===== config.mk =====
export PLATFORM = sky130hd
export DESIGN_NAME = fetch_buffer
export DESIGN_NICKNAME = d
export VERILOG_FILES = /design/src/rtl/fetch_pkg.sv /design/src/rtl/fetch_fifo.sv /design/src/rtl/fetch_buffer.sv
export SDC_FILE = /design/constraint.sdc
export NUM_CORES = 1
export LEC_CHECK = 0
export ABC_AREA = 1
export CAP_MARGIN = 20
export CORE_UTILIZATION = 65
export DETAILED_ROUTE_END_ITERATION = 7
export DONT_BUFFER_PORTS = 1
export MAX_ROUTING_LAYER = met4
export PLACE_DENSITY = 0.89
export SLEW_MARGIN = 20
export SYNTH_ARGS = -nofsm -noshare
export SYNTH_HDL_FRONTEND = slang
export SYNTH_HIERARCHICAL = 1
export SYNTH_SLANG_ARGS = --single-unit

===== constraint.sdc =====
create_clock -name clk_i -period 9.83 [get_ports clk_i]
set_clock_uncertainty 0.15 [all_clocks]
set_input_delay 1.4745 -clock clk_i [delete_from_list [all_inputs] [get_ports clk_i]]
set_output_delay 1.4745 -clock clk_i [all_outputs]
set_load 0.005 [all_outputs]

===== src/rtl/fetch_pkg.sv =====
// Shared types and sizing helpers for the instruction-fetch buffer.
package fetch_pkg;

  localparam int FETCH_AW   = 8;
  localparam int FETCH_ILEN = 16;

  typedef struct packed {
    logic [FETCH_AW-1:0]   pc;
    logic [FETCH_ILEN-1:0] instr;
  } fetch_entry_t;

  // Width needed to hold an occupancy value from 0 up to and including depth.
  function automatic int count_width(input int depth);
    return $clog2(depth + 1);
  endfunction

endpackage


===== src/rtl/fetch_fifo.sv =====
// Small synchronous FIFO of fetched {pc, instr} entries; flush empties it in one cycle.
module fetch_fifo
  import fetch_pkg::*;
#(
  parameter int  DEPTH = 3,
  localparam int CW    = count_width(DEPTH),
  localparam int PW    = $clog2(DEPTH)
) (
  input  logic          clk_i,
  input  logic          rst_i,
  input  logic          flush_i,
  input  logic          push_i,
  input  fetch_entry_t  entry_i,
  input  logic          pop_i,
  output logic [CW-1:0] count_o,
  output fetch_entry_t  head_o
);

  fetch_entry_t  mem_q [DEPTH];
  logic [PW-1:0] rd_q;
  logic [PW-1:0] wr_q;
  logic [CW-1:0] count_q;

  // DEPTH need not be a power of two, so wrap explicitly.
  function automatic logic [PW-1:0] wrap_inc(input logic [PW-1:0] p);
    return (p == PW'(DEPTH - 1)) ? '0 : p + 1'b1;
  endfunction

  always_ff @(posedge clk_i) begin
    if (rst_i || flush_i) begin
      rd_q    <= '0;
      wr_q    <= '0;
      count_q <= '0;
    end else begin
      if (push_i) wr_q <= wrap_inc(wr_q);
      if (pop_i)  rd_q <= wrap_inc(rd_q);
      case ({push_i, pop_i})
        2'b10:   count_q <= count_q + 1'b1;
        2'b01:   count_q <= count_q - 1'b1;
        default: count_q <= count_q;
      endcase
    end
  end

  always_ff @(posedge clk_i) begin
    if (push_i && !rst_i && !flush_i) mem_q[wr_q] <= entry_i;
  end

  assign count_o = count_q;
  assign head_o  = mem_q[rd_q];

  push_overflow_a: assert property (@(posedge clk_i) disable iff (rst_i)
    !(push_i && !flush_i && !pop_i && count_q == CW'(DEPTH)));

endmodule


===== src/rtl/fetch_buffer.sv =====
// Fetch stage: issues PC to synchronous imem, buffers returned instructions for decode.
module fetch_buffer
  import fetch_pkg::*;
#(
  parameter int  AW    = FETCH_AW,
  parameter int  ILEN  = FETCH_ILEN,
  parameter int  DEPTH = 3,
  localparam int CW    = count_width(DEPTH)
) (
  input  logic            clk_i,
  input  logic            rst_i,
  input  logic [AW-1:0]   pc_i,
  input  logic            flush_i,
  output logic            imem_req_o,
  output logic [AW-1:0]   imem_addr_o,
  input  logic [ILEN-1:0] imem_rdata_i,
  output logic            stall_o,
  output logic            id_valid_o,
  input  logic            id_ready_i,
  output logic [ILEN-1:0] id_instr_o,
  output logic [AW-1:0]   id_pc_o
);

  logic          inflight_q;
  logic [AW-1:0] inflight_pc_q;
  logic [CW-1:0] count;
  logic          occupancy_full;
  logic          push;
  logic          pop;
  fetch_entry_t  push_entry;
  fetch_entry_t  head;

  // Stall counts the in-flight fetch as occupied so its response always has a slot.
  assign occupancy_full = ({1'b0, count} + {{CW{1'b0}}, inflight_q}) >= (CW + 1)'(DEPTH);
  assign stall_o        = !rst_i && occupancy_full;
  assign imem_req_o     = !rst_i && !stall_o && !flush_i;
  assign imem_addr_o    = pc_i;

  assign push             = inflight_q && !flush_i && !rst_i;
  assign push_entry.pc    = inflight_pc_q;
  assign push_entry.instr = imem_rdata_i;

  assign id_valid_o = !rst_i && !flush_i && (count != '0);
  assign pop        = id_valid_o && id_ready_i;
  assign id_instr_o = rst_i ? '0 : head.instr;
  assign id_pc_o    = rst_i ? '0 : head.pc;

  always_ff @(posedge clk_i) begin
    if (rst_i) begin
      inflight_q    <= 1'b0;
      inflight_pc_q <= '0;
    end else begin
      inflight_q <= imem_req_o;
      if (imem_req_o) inflight_pc_q <= pc_i;
    end
  end

  fetch_fifo #(.DEPTH(DEPTH)) u_fifo (
    .clk_i   (clk_i),
    .rst_i   (rst_i),
    .flush_i (flush_i),
    .push_i  (push),
    .entry_i (push_entry),
    .pop_i   (pop),
    .count_o (count),
    .head_o  (head)
  );

endmodule


==> flow_summary.yaml <==
outcome:
  outcome: "completed"
route:
  drt.antenna.violating_nets: 0
  via_per_inst: 5.42
  wl_per_cell_um: 15.0
  dr.pass1.iters: 5
  vias: 2253
  drt-total-wl_um: 6260
  drt_iter0_markers: 148
  drcViolationCount: 0
final_layout:
  drive_gt1_frac: 0.0814
  nets: 371
  final_core_util: 0.709
  fin_area_um2: 3950
  final_cell_count_no_fill: 416
  diodes: 0
  area_delta_synth_final_pct: 4.29
yosys:
  syn_nets: 379
  synth_top_area_frac: 0.571
  synth_edf_count: 72
  synthCells: 347
  ys_top_cells_by_area: "edfxtp_1 (57%), dfxtp_1 (9.0%), a21oi_1 (6.7%)"
  synthArstFlopShare: 0
  synth-seq-area-share: 0.661
  yosysMostFrequentCell: "edfxtp_1"
  yosysTopAreaCell: "edfxtp_1"
  syn_area_um2: 3790
  ys_top_cells_by_count: "edfxtp_1 (72), nor2_1 (65), a21oi_1 (51), nand2_1 (51), inv_1 (42)"
  ys_ff_latch: 89
  ys_types: 25
  yosysWarnings: 6
  avgSynthCellArea_um2: 10.9
  ys.flop_type: "edfxtp_1"
setup_path:
  crit_required_ns: 8.21
  worstPathArrival_ns: 2.04
  cp_max_fo: 25
  startpoint_type: "flop"
  end_kind: "output pin"
  worstSetupPathType: "reg2out"
grt:
  track_usage: 0.232
  grt_overflow: 0
  antenna_found_initial: 0
  grt_pass1_wl_um: 10100
  grt_max_degree: 37
  grt_pass1_vias: 2184
sta:
  tns_ns: 0
  tightest_slew_ns: 1.10
  fin_crit_ns: 3.66
  rsz0062_at_grt: "false"
  worst_slack_ns: 6.17
  whs_ns: 0.341
  max_slew_margin: 0.265
  finalHoldViolations: 0
  setup_viol: 0
  final.period_utilization: 0.372
  maxSlewViolCount: 0
  fmaxAchievable_mhz: 273
cts:
  clkTransAtPathRegs_ns: 0.08
  cts_sinks: 89
  clk_path_buf_depth: 2
  cts_post_setup_buffers_inserted: 0
  clockRootBuffer: "clkbuf_8"
  htreeDepth: 3
  numCtsBuffers: 9
  hold_buffers: 0
  cts_tree: "built"
  cts_resized: 0
  clock_latency_ns: 0.35
power:
  power_mw: 0.715
  vdd_ir_drop_max_v: 0.000104
  power_density_nw_per_um2: 181
  p_leak_nw: 1.55
place:
  place_area_um2: 3710
  dp_slack_ns: 6.31
  gp_congestion: 0.728
  dpl.cell_count: 400
  post-dp-hpwl_um: 3670
  port_buffers: 0
floorplanning:
  core_um2: 5570
  die_w_um: 78.3
  initial_utilization: 0.680
  rows: 27
  dieArea_um2: 6140
  fp.dieH_um: 78.3
  io_pins: 63
hold_path:
  hold_class: "reg2reg"
run:
  maxCapViolations: 0
[per-layer routing]
layer / share of wire / vias to the layer above / global-route usage / wire length, µm
met1: 0.40 / 1032 / 0.263 / 2490
met4: 0.012 / 0 / 0.0796 / 76
met5: 0 / - / - / 0
met3: 0.064 / 8 / 0.0721 / 403
li1: - / 1123 / - / -
met2: 0.52 / 90 / 0.391 / 3280
[cell usage in the layout (no fill, tap or decap), drive strengths merged]
cell type / count
and2: 1
nand3: 2
nor3: 1
nand4: 9
edfxtp: 72
nor2: 67
dfxtp: 17
nand2: 51
inv: 45
ha: 4
clkbuf: 9
xnor2: 1
clkinvlp: 2
buf: 3
o22ai: 2
o21ai: 1
o21a: 1
bufinv: 3
a21oi: 51
clkinv: 2
[worst max-delay path, cell delays in order (launching register included)]
cell and delay (ns):
dfxtp_1 1.05, a21oi_1 0.22, a21oi_1 0.23, inv_1 0.07
nor2_1 0.12
[kinds of logic after synthesis]
family                     Yosys count  synth area share
and+or+nand+nor                    131             0.147
adders and majority gates            4            0.0132
AOI/OAI and AO/OA                   55            0.0760
xor gates and xnor gates             1           0.00231
buffers and inverters               67             0.101
DFF                                 89             0.661
[sequential cells by signal, summed over array words and instances (netlist names), named ones only]
name,flops
u_fifo/mem_q,72
inflight_pc_q,8
u_fifo/count_o,2
u_fifo/rd_q,2
u_fifo/wr_q,2
inflight_q,1
[where the power goes]
part,internal [mW],switching [mW],total (mW)
Combinational,0.00457,0.00722,0.0118
Sequential,0.410,0.00312,0.413
Clock,0.169,0.122,0.290
Total,0.583,0.132,0.715
[final timing paths]
path | start | end | slack, ns | cells past startpoint
setup / recovery | flop | id_pc_o[7] | 6.17 | 4
hold / removal | inflight_pc_q[5]$_SDFFE_PP0P_ | u_fifo/mem_q[0][21]$_DFFE_PP_ | 0.34 | 0
hold reg to reg | inflight_pc_q[5]$_SDFFE_PP0P_ | u_fifo/mem_q[0][21]$_DFFE_PP_ | 0.34 | 0
setup reg to reg | u_fifo/count_o[0]$_SDFFE_PP0P_ | u_fifo/count_o[1]$_SDFFE_PP0P_ | 8.15 | 8
[final cells by class]
class	instances	area, µm²
Timing Repair Buffer	3	22.5
Fill cell	376	1620
Tap cell	72	90.1
Clock inverter	7	118
Sequential cell	89	2500
Multi-Input combinational cell	191	913
Inverter	45	181
Clock buffer	9	124
Power figures use the tool's default switching activity.
